$ cat src/rtl/shift_accum_pipe_pkg.sv
// Shared constants and modular arithmetic for the rotor-shift accumulator.
package shift_pkg;

  localparam int SHIFT_W_DEF   = 6;
  localparam int ROTOR_W_DEF   = 2;
  localparam int ALPHA_MOD_DEF = 64;

  localparam logic MODE_FWD = 1'b0;
  localparam logic MODE_BWD = 1'b1;

  // Both operands are below the modulus, so a single conditional subtract suffices.
  function automatic logic [31:0] mod_add(
    input logic [31:0] a,
    input logic [31:0] d,
    input logic [31:0] modulus
  );
    logic [31:0] sum;
    sum = a + d;
    if (sum >= modulus) begin
      sum = sum - modulus;
    end
    return sum;
  endfunction

endpackage

$ cat src/rtl/shift_accum_pipe_delay_line.sv
// History shift register of past shift values with a saturating fill count.
module shift_delay_line #(
  parameter int SW    = 6,
  parameter int DEPTH = 2
) (
  input  logic          clk,
  input  logic          rst_n,
  input  logic          clear,
  input  logic          en,
  input  logic [SW-1:0] din,
  output logic [SW-1:0] dout,
  output logic          full
);

  localparam int CW = $clog2(DEPTH + 1);

  logic [SW-1:0] stage [DEPTH];
  logic [CW-1:0] count;

  always_ff @(posedge clk or negedge rst_n) begin
    if (!rst_n) begin
      for (int i = 0; i < DEPTH; i++) begin
        stage[i] <= '0;
      end
      count <= '0;
    end else if (clear) begin
      for (int i = 0; i < DEPTH; i++) begin
        stage[i] <= '0;
      end
      count <= '0;
    end else if (en) begin
      stage[0] <= din;
      for (int i = 1; i < DEPTH; i++) begin
        stage[i] <= stage[i-1];
      end
      if (count != CW'(DEPTH)) begin
        count <= count + 1'b1;
      end
    end
  end

  assign dout = stage[DEPTH-1];
  assign full = (count == CW'(DEPTH));

endmodule

$ cat src/rtl/shift_accum_pipe.sv
// Rotor-shift accumulator: modular running shift, one-entry valid/ready result
// register and a history line feeding later pipeline stages.
module shift_accum_pipe
  import shift_pkg::*;
#(
  parameter int SW         = SHIFT_W_DEF,
  parameter int RW         = ROTOR_W_DEF,
  parameter int MOD        = ALPHA_MOD_DEF,
  parameter int PIPE_DEPTH = 2,
  parameter int AUTO_CLEAR = 0
) (
  input  logic          clk,
  input  logic          rst_n,
  input  logic          clear,
  input  logic          in_valid,
  output logic          in_ready,
  input  logic          in_mode,
  input  logic [RW-1:0] in_delta_fwd,
  input  logic [RW-1:0] in_delta_bwd,
  output logic [SW-1:0] shift_backward,
  output logic          out_valid,
  input  logic          out_ready,
  output logic [SW-1:0] shift_accu,
  output logic [SW-1:0] shift_accu_pipe,
  output logic          hist_full
);

  generate
    if (MOD < (1 << RW) || MOD > (1 << SW) || PIPE_DEPTH < 1) begin : g_bad_param
      $error("shift_accum_pipe: illegal MOD/RW/SW/PIPE_DEPTH combination");
    end
  endgenerate

  logic [SW-1:0] acc;
  logic [SW-1:0] result;
  logic          result_valid;
  logic          accept;
  logic          transfer;
  logic [RW-1:0] delta;
  logic [SW-1:0] nxt;

  // A clear cycle refuses input so the cleared accumulator is not overwritten.
  assign in_ready = !clear && (!result_valid || out_ready);
  assign accept   = in_valid && in_ready;
  assign transfer = result_valid && out_ready;

  assign delta = (in_mode == MODE_BWD) ? in_delta_bwd : in_delta_fwd;
  assign nxt   = SW'(mod_add(32'(acc), 32'(delta), 32'(MOD)));

  assign shift_backward = SW'(mod_add(32'(acc), 32'(in_delta_bwd), 32'(MOD)));

  // Legacy mode drops the running shift on every edge without an accepted step.
  always_ff @(posedge clk or negedge rst_n) begin
    if (!rst_n) begin
      acc <= '0;
    end else if (clear) begin
      acc <= '0;
    end else if (accept) begin
      acc <= nxt;
    end else if (AUTO_CLEAR != 0) begin
      acc <= '0;
    end
  end

  always_ff @(posedge clk or negedge rst_n) begin
    if (!rst_n) begin
      result       <= '0;
      result_valid <= 1'b0;
    end else if (accept) begin
      result       <= nxt;
      result_valid <= 1'b1;
    end else if (transfer) begin
      result_valid <= 1'b0;
    end
  end

  shift_delay_line #(
    .SW    (SW),
    .DEPTH (PIPE_DEPTH)
  ) u_hist (
    .clk   (clk),
    .rst_n (rst_n),
    .clear (clear),
    .en    (accept),
    .din   (nxt),
    .dout  (shift_accu_pipe),
    .full  (hist_full)
  );

  assign out_valid  = result_valid;
  assign shift_accu = result;

endmodule

$ cat config.mk
export PLATFORM = sky130hd
export DESIGN_NAME = shift_accum_pipe
export DESIGN_NICKNAME = d
export VERILOG_FILES = /design/src/rtl/shift_accum_pipe_pkg.sv /design/src/rtl/shift_accum_pipe_delay_line.sv /design/src/rtl/shift_accum_pipe.sv
export SDC_FILE = /design/constraint.sdc
export NUM_CORES = 1
export LEC_CHECK = 0
export BUFFER_PORTS_ARGS = -buffer_cell sky130_fd_sc_hd__buf_4
export CORE_MARGIN = 4
export CORE_UTILIZATION = 40
export DETAILED_ROUTE_END_ITERATION = 7
export HOLD_SLACK_MARGIN = 0.05
export SLEW_MARGIN = 15
export SYNTH_ARGS = -nofsm -noshare
export SYNTH_HDL_FRONTEND = slang
export SYNTH_SLANG_ARGS = --single-unit
export TNS_END_PERCENT = 30
$ cat constraint.sdc
create_clock -name clk -period 2.9 [get_ports clk]
set_clock_uncertainty 0.05 [all_clocks]
set_input_delay 0.58 -clock clk [delete_from_list [all_inputs] [get_ports clk]]
set_output_delay 0.58 -clock clk [all_outputs]
set_load 0.03 [all_outputs]
* Yosys cells after proc, flatten, opt, wreduce, memory -nomap -nowiden *
Index checks and enable logic that the tools add are counted.

cells by class
  reductions and logical operators = 10
  muxes and demuxes = 12
  magnitude comparators = 2
  equal/unequal tests = 2
  $add $sub $neg = 5

operators with widths
  operator                                                            number
  12-bit 2-to-1 mux                                                   2
  6-bit 2-to-1 mux                                                    4
  6-bit by 2-bit adder with 7-bit output                              2
  7-bit greater-or-equal comparator, second input constant            2
  6-bit by 1-bit subtractor with 6-bit output, second input constant  2
  2-bit 2-to-1 mux                                                    4
  2-bit nonzero test                                                  3
  1-bit logical AND                                                   3
  2-bit by 1-bit adder with 2-bit output, second input constant       1
  2-bit equality test, second input constant                          1
  1-bit zero test                                                     2
  1-bit 2-to-1 mux                                                    2
  2-bit inequality test, second input constant                        1
  2-bit AND reduction                                                 1
  1-bit logical OR                                                    1

storage, ports and cells
  output and inout bits = 21
  input bits = 10
  register bits after elaboration = 27
  word-level logic and storage cells = 37

* Depth between registers and ports, before layout *
Gate-level depths: netlist of run 1.

  word-level depth = 6
  depth in mapped cells = 8
  mapped depth without buffers = 8

* Cells and area by module *
Synthesis of run 1 repeated with hierarchy kept, for this count alone.

second synthesis, totals
  cell total of the unflattened synthesis = 134
  area total of the unflattened synthesis = 1488.9 µm²

modules (own cells, without submodules)
  module            area each (µm²)  seq. area each (µm²)  cells an instance  instances
  shift_accum_pipe  838.3            325.3                 79                 1
  shift_delay_line  650.6            350.3                 55                 1

* Worst setup path before layout of run 1 *
Ideal clock, no wire load.

  kind = input-to-output
  start point = input in_delta_bwd[0]
  end point = output shift_backward[4]
  buffers on the path = 0
  required time = 2270 ps
  setup slack = 476 ps
  arrival time = 1794 ps
  cell stages on the path = 5
  cells stage by stage = ha_1 inv_1 fa_1 nor2_1 xor2_1

on the way
  longest elaborated chain between the ends = 3
  elaborated cells between the ends (all ways) = 4
  classes of those cells = add/sub (2); order compare (1); mux (1)

ends and longest elaborated chain
  what                                                                                                     RTL line                                                RTL
  start, declared                                                                                          shift_accum_pipe.sv:19                                  input logic [RW-1:0] in_delta_bwd,
  6-bit by 2-bit adder with 7-bit output *                                                                 shift_accum_pipe_pkg.sv:18                              sum = a + d;
  6-bit by 1-bit subtractor with 6-bit output / 7-bit greater-or-equal comparator (equally long branches)  shift_accum_pipe_pkg.sv:20, shift_accum_pipe_pkg.sv:19
  6-bit 2-to-1 mux *                                                                                       shift_accum_pipe_pkg.sv:19                              if (sum >= modulus) begin
  end, declared                                                                                            shift_accum_pipe.sv:20                                  output logic [SW-1:0] shift_backward,

Every way passes the cells marked *; elsewhere a longest branch is shown, timed or not.

==> key figures, run 1 <==
Critical path
  – Crit end category: primary output
  – Crit Path Class: flop to primary output
  – Data arrival, critical path: about 1800 ps
  – CP required: approximately 2300 ps
  – Startpoint types: flop
  – CP Max Fanout: 4

Timing
  – Max Clk Rate: 405.5 MHz
  – Min cycle time layout: about 2500 ps
  – Crit share post-route: between 80% and 90%
  – Worst Tran Pin Value: approximately 400 ps
  – Endpoints failing setup: 0
  – Count of final hold-check violations: 0
  – Setup TNS: 0 ps
  – Max-slew violation count: 0
  – RSZ-0062 raised after global routing: no
  – Rel. slew slack: 72.86%

Detailed routing
  – DRC viols: 0
  – ANT nets after route: 0
  – Vias/cell: 5.006
  – Drt first pass iters: 4
  – Routed vias: approximately 870
  – Drt initial violations: 25
  – Wirelength per Cell: 13.59 µm
  – Final WL: between 2000 and 2500 µm

Layout
  – Antenna cells: 0
  – P&R area growth vs syn: 19.21%
  – # nets final: approximately 160
  – Share of layout cells above drive strength 1: between 30% and 40%
  – Design area: 1444 µm²

Synth
  – Ys flop type: dfrtp_1
  – Synth Warn #: 0
  – Distinct cell type count after synthesis: 38
  – Average size of a mapped cell: around 10 µm²
  – Syn nets: about 130
  – Yosys reg bits: 21
  – Most common library cells after synthesis: dfrtp_1, nand2_1, a21oi_1
  – Top-count cell post-synth: dfrtp_1
  – Post-synth EDFFs: 0
  – Synth area leaders: dfrtp_1, nand2_1, ha_1
  – Adder-cell share of the synthesized area: 8.471%
  – Post-synthesis simple-gate area fraction: about 17%
  – Proportion of synthesized area in mux cells: between 6 and 7%
  – XOR/XNOR Fraction of Synth Area: 7.955%
  – Share of flip-flops with an asynchronous set or reset: 100.0%
  – Post-synth top area share: a little over two fifths
  – Synth area leader: dfrtp_1
  – Synthesized instance count: between 100 and 150
  – Post-synthesis sequential area ratio: a little over two fifths
  – Synth Area in Compound Gates: about a tenth
  – Mapped Area: 1211 µm²
  – Combinational family with the most area after synthesis: simple AND/OR/NAND/NOR gates

Global routing
  – Total GRT Usage: around 14%
  – Initial antenna violation count: 0
  – First-pass GRT wire length: approximately 4200 µm
  – Vias in the first global route: approximately 910
  – Largest net degree at the start of global routing: 22
  – Congestion Overflow GR: 0

Clock tree
  – Clock transition at path regs: around 120 ps
  – Hold buffers post-CTS: 0
  – CTS buffer count: 3
  – Resize count post-CTS: 0
  – H-tree depth: 1
  – CTS tree: yes
  – # clock sinks: 21
  – Clk_lat worst skew: ~300 ps
  – CTS root buffer: clkbuf_4
  – Clock buffer depth: 2
  – Post-CTS Setup Inserts: 0

Placed design
  – HPWL after DPL: about 1800 µm
  – Routability cong.: 0.7629
  – IO Port Bufs: 30
  – DP Area: 1416 µm²

Power and ir drop
  – Leakage: ~0.73 nW
  – Tot Pwr: ~0.65 mW
  – PwrDens: about 450 nW/µm²
  – Peak VDD IR: roughly 0.00020 V

Floorplan
  – Initial Util: between 40% and 50%
  – Die height: 63.03 µm
  – Core area: 2829 µm²
  – Die area: just under 4000 µm²
  – Die width: 63.03 µm
  – I/O pins: 31
  – Row cnt: 19

Outcome
  – Status: finished, final reports clean

Run
  – Max Cap Viol: 0

Worst hold path
  – Worst Hold Class: primary input to async pin
[cells by family (layout without fill, tap and decap cells)]
group / count (synthesis) / after routing
and+or+nand+nor: 37 / 37
DFF: 21 / 21
AOI/OAI and AO/OA: 19 / 19
buffers and inverters: 14 / 41
xor gates and xnor gates: 11 / 11
adders and majority gates: 7 / 7
muxes: 7 / 7
[stage by stage]
stage | utilization (%) | hold slack, ps | std cells | setup WS [ps]
after floorplan | - | 234.4 | 116 | 475.9
after global placement | 50.07 | 427.8 | 170 | 529.6
after detailed placement | 50.07 | 426.0 | 170 | 518.0
after CTS | 51.04 | 76.38 | 174 | 404.9
after global routing | 51.04 | 70.45 | 174 | 277.3
final | 51.04 | 80.43 | 174 | 433.7
[routing by layer]
layer	wire (µm)	part of all wire [%]	track usage, %
met5	0	0	0
met4	17	0.72	4.959
met2	1190	50	23.06
met1	1031	44	16.63
met3	127	5.4	2.878
[final timing paths]
kind	depth (start not counted)	startpoint	end	slack (ps)
setup / recovery	6	u_hist.stage[6]	shift_backward[4]	430
hold / removal	1	rst_n	u_hist.dout[0]	80
setup reg to reg	6	u_hist.stage[6]	shift_accu[4]	1040
hold reg to reg	1	shift_accu[2]	shift_accu[2]	460
max in group asynchronous	1	rst_n	shift_accu[2]	2510
min in group clk	1	shift_accu[2]	shift_accu[2]	460
[flip-flops by register name, indices dropped and copies added, names as in the netlist]
name          cells
u_hist.count      2
out_valid         1
u_hist.stage      6
shift_accu        6
u_hist.dout       6
[where the power goes]
part           leakage (nW)  switching [mW]  internal (mW)
Combinational         0.431           0.107         0.0697
Clock                0.0177          0.0930         0.0515
Sequential            0.285          0.0146          0.311
[cell usage in the layout (no fill, tap or decap), drive strengths merged]
master | Yosys | layout
nor4 | 1 | 1
nor2b | 2 | 2
ha | 5 | 5
fa | 2 | 2
clkbuf | 1 | 3
xor2 | 7 | 7
clkinv | 0 | 1
o31a | 1 | 1
nand2b | 2 | 2
nand2 | 18 | 18
o31ai | 1 | 1
a21oi | 11 | 11
buf | 6 | 30
and3 | 1 | 1
or3 | 2 | 2
mux2i | 1 | 1
o21ba | 1 | 1
inv | 7 | 7
dfrtp | 21 | 21
and3b | 1 | 1
nand3 | 1 | 1
nor2 | 5 | 5
xnor2 | 4 | 4
o21ai | 4 | 4
a21o | 1 | 1
and2 | 1 | 1
mux2 | 6 | 6
nand4 | 2 | 2
nand3b | 1 | 1
[worst max-delay path, cell delays in order (launching register included)]
cell	delay (ps)
dfrtp_1	430
ha_1	190
inv_1	60
fa_1	390
nor2_1	140
xor2_1	150
buf_4	180
[area by class of cell]
cell class | count | area, µm²
Multi-Input combinational cell | 81 | 600.6
Inverter | 7 | 26.28
Clock inverter | 1 | 5.005
Timing Repair Buffer | 30 | 225.2
Fill cell | 290 | 1385
Sequential cell | 21 | 525.5
Clock buffer | 3 | 22.52
Tap cell | 31 | 38.79
Note: power is estimated with default switching activity, not from simulation.
==> run 2: changes to the inputs <==
--- a/config.mk
+++ b/config.mk
@@ -13,5 +13,6 @@
 export SLEW_MARGIN = 15
 export SYNTH_ARGS = -nofsm -noshare
 export SYNTH_HDL_FRONTEND = slang
+export SYNTH_HIERARCHICAL = 1
 export SYNTH_SLANG_ARGS = --single-unit
 export TNS_END_PERCENT = 30
==> constraint.sdc (replaced) <==
create_clock -name clk -period 3.2 [get_ports clk]
set_clock_uncertainty 0.05 [all_clocks]
set_input_delay 0.64 -clock clk [delete_from_list [all_inputs] [get_ports clk]]
set_output_delay 0.64 -clock clk [all_outputs]
set_load 0.03 [all_outputs]
==> run 2 against run 1 <==
- cell count increased by 17%
- synthesized cell count grew 16%
- non-clock buffer count did not move
- sequential share of layout area grew 2.8 points
- clock power grew 29%
- worst hold slack better by 130 ps
==> key figures, run 2 <==
Outcome
  – Status: finished, final reports clean (unchanged)

Synth
  – Syn nets: 151 (was 133)
  – Ys flop type: dfrtp_1 (unchanged)
  – Mapped Area: 1489 µm² (was 1211 µm²)
  – Distinct cell type count after synthesis: 29 (was 38)
  – Synth Warn #: 6 (was 0)
  – Average size of a mapped cell: 11.11 µm² (was 10.44 µm²)
  – Top-count cell post-synth: dfrtp_1 (unchanged)
  – Post-synthesis sequential area ratio: 45.38% (was 43.39%)
  – Synthesized instance count: 134 (was 116)
  – Yosys reg bits: 27 (was 21)
  – Most common library cells after synthesis: dfrtp_1, nor2_1, nand2_1 (was dfrtp_1, nand2_1, a21oi_1)
  – Synth area leader: dfrtp_1 (unchanged)
  – Post-synth EDFFs: 0 (unchanged)
  – Synth area leaders: dfrtp_1, mux2i_1, nor2_1 (was dfrtp_1, nand2_1, ha_1)
  – Share of flip-flops with an asynchronous set or reset: 100.0% (unchanged)
  – Post-synth top area share: 45.38% (was 43.39%)

Power and ir drop
  – PwrDens: 435.2 nW/µm² (was 447.9 nW/µm²)
  – Combinational share of power: 24.8% (was 27.3%)
  – Internal power: 0.5231 mW (was 0.4324 mW)
  – Switching power total: 0.2267 mW (was 0.2142 mW)
  – Clock power share: 24.8% (was 22.3%)
  – Seq pwr share: 50.4% (about the same)
  – Leakage: 0.9075 nW (was 0.7335 nW)
  – Peak VDD IR: 0.0002246 V (was 0.0002032 V)
  – Switching portion of total power: 30.24% (was 33.13%)

Clock tree
  – Clk_lat worst skew: 270 ps (was 300 ps)
  – Clock buffer depth: 2 (unchanged)
  – H-tree depth: 1 (unchanged)
  – CTS root buffer: clkbuf_8 (was clkbuf_4)
  – # clock sinks: 27 (was 21)
  – CTS buffer count: 3 (unchanged)
  – Hold buffers post-CTS: 0 (unchanged)
  – Resize count post-CTS: 0 (unchanged)
  – Post-CTS Setup Inserts: 0 (unchanged)
  – CTS tree: yes (unchanged)
  – Clock transition at path regs: 90 ps (was 120 ps)

Floorplan
  – I/O pins: 31 (unchanged)
  – Die height: 69.01 µm (was 63.03 µm)
  – Core area: 3468 µm² (was 2829 µm²)
  – Die width: 69.01 µm (was 63.03 µm)
  – Row cnt: 21 (was 19)
  – Die area: 4762 µm² (was 3972 µm²)
  – Initial Util: 42.93% (was 42.81%)

Global routing
  – Largest net degree at the start of global routing: 28 (was 22)
  – Vias in the first global route: 1007 (was 914)
  – Total GRT Usage: 11.64% (was 13.52%)
  – Initial antenna violation count: 0 (unchanged)
  – Congestion Overflow GR: 0 (unchanged)
  – First-pass GRT wire length: 4636 µm (was 4229 µm)

Detailed routing
  – Drt initial violations: 41 (was 25)
  – Drt first pass iters: 4 (unchanged)
  – DRC viols: 0 (unchanged)
  – Final WL: 2621 µm (was 2365 µm)
  – Vias/cell: 4.562 (was 5.006)
  – Wirelength per Cell: 12.91 µm (was 13.59 µm)
  – Routed vias: 926 (was 871)
  – ANT nets after route: 0 (unchanged)

Critical path
  – Critical Path Max Stage Delay: 390 ps (was 430 ps)
  – CP max stage cell: fa_1 (was dfrtp_1)
  – CP Max Fanout: 2 (was 4)
  – Crit Path Class: primary input to primary output (was flop to primary output)
  – FF-to-FF setup slack: 1410 ps (was 1040 ps)
  – Startpoint types: primary input (was flop)
  – Crit path max-delay family: adder cells (unchanged)
  – CP required: 2510 ps (was 2270 ps)
  – CP Cell Sequence: buf_4 > ha_1 > inv_1 > fa_1 > nor2_1 > xor2_1 > buf_4 (was ha_1 > inv_1 > fa_1 > nor2_1 > xor2_1 > buf_4)
  – Crit end category: primary output (unchanged)
  – Worst path most repeated cell: buf_4
  – CP bufs+invs: 3 (was 2)
  – Data arrival, critical path: 1800 ps (was 1840 ps)

Placed design
  – Placed Cells incl. Taps: 199 (was 170)
  – HPWL after DPL: 1942 µm (was 1776 µm)
  – Routability cong.: 0.7031 (was 0.7629)
  – IO Port Bufs: 30 (unchanged)
  – Worst slack at placement: 709.9 ps (was 518.0 ps)

Layout
  – Share of layout cells above drive strength 1: 28.66% (was 30.77%)
  – FF+latch area: 675.6 µm² (was 525.5 µm²)
  – Fillers: 350 (was 290)
  – Commonest non-fill, non-tap cell in the layout: buf_4 (unchanged)
  – Footprint of the multi-input gates: 681.9 µm² (was 600.6 µm²)
  – # nets final: 175 (was 161)
  – Most frequent cells in the layout: buf_4, dfrtp_1, nor2_1 (was buf_4, dfrtp_1, nand2_1)
  – Filler-free cell count of the finished design: 203 (was 174)
  – Antenna cells: 0 (unchanged)
  – Final core occ: 49.68% (was 51.04%)
  – P&R area growth vs syn: 15.71% (was 19.21%)

Worst hold path
  – Worst Hold Class: primary input to async pin (unchanged)

Timing
  – Endpoints failing setup: 0 (unchanged)
  – Post-route setup slack: 707.6 ps (was 433.7 ps)
  – Rel. slew slack: 77.59% (was 72.86%)
  – RSZ-0062 raised after global routing: no (unchanged)
  – Count of final hold-check violations: 0 (unchanged)
  – Max Clk Rate: between 400 and 500 MHz
  – Min cycle time layout: 2492 ps
  – Worst Tran Pin Value: 336.2 ps (was 407.1 ps)
  – Crit share post-route: 77.89%
  – Max-slew violation count: 0 (unchanged)
  – Setup TNS: 0 ps (unchanged)

Run
  – Max Cap Viol: 0 (unchanged)
run 2: area by class of cell:
cell class	instances	share of cell area, %
flip-flops and latches	27	39.22
clock buffers	3	2.397
well taps	46	3.341
repair buffers	30	13.07
clock inverters	1	0.2905
multi-input cells	87	39.58
inverters	9	2.106
run 2: kinds of logic after synthesis:
family	count (synthesis)	share of synthesized area (%)
xor gates and xnor gates	9	5.799
DFF	27	45.38
buffers and inverters	20	8.823
and+or+nand+nor	45	15.88
muxes	18	13.28
adders and majority gates	7	6.891
AOI/OAI and AO/OA	8	3.950
run 2: per-layer routing:
metal / up-vias / track usage (%) / wire length [µm]
met5: - / 0 / 0
met4: 0 / 1.952 / 10
met3: 2 / 3.634 / 125
met2: 19 / 19.92 / 1331
met1: 434 / 14.60 / 1152
li1: 471 / - / -
run 2: power groups by stage:
stage               combinational, mW  clock [mW]  sequential [mW]
finish                          0.186       0.186            0.378
floorplan                       0.109           0            0.402
global placement                0.186           0            0.384
global route                    0.206       0.206            0.381
detailed placement              0.188           0            0.386
CTS                             0.190       0.195            0.379
run 2: final timing paths:
check                           startpoint                 to  cells past startpoint
max                        in_delta_bwd[0]  shift_backward[4]                      7
min                                  rst_n     u_hist/dout[0]                      1
max reg2reg                         acc[0]   u_hist/stage[10]                      7
min reg2reg                  shift_accu[1]      shift_accu[1]                      2
max in group asynchronous            rst_n      shift_accu[4]                      1
min in group clk             shift_accu[1]      shift_accu[1]                      2
run 2: through the flow:
step	hold WS [ps]	area [µm²]	power [mW]
after CTS	216.3	1723	0.7630
after global placement	409.4	1677	0.5697
after floorplan	294.4	1489	0.5105
after global routing	229.6	1723	0.7939
final	209.4	1723	0.7498
after detailed placement	418.1	1677	0.5738
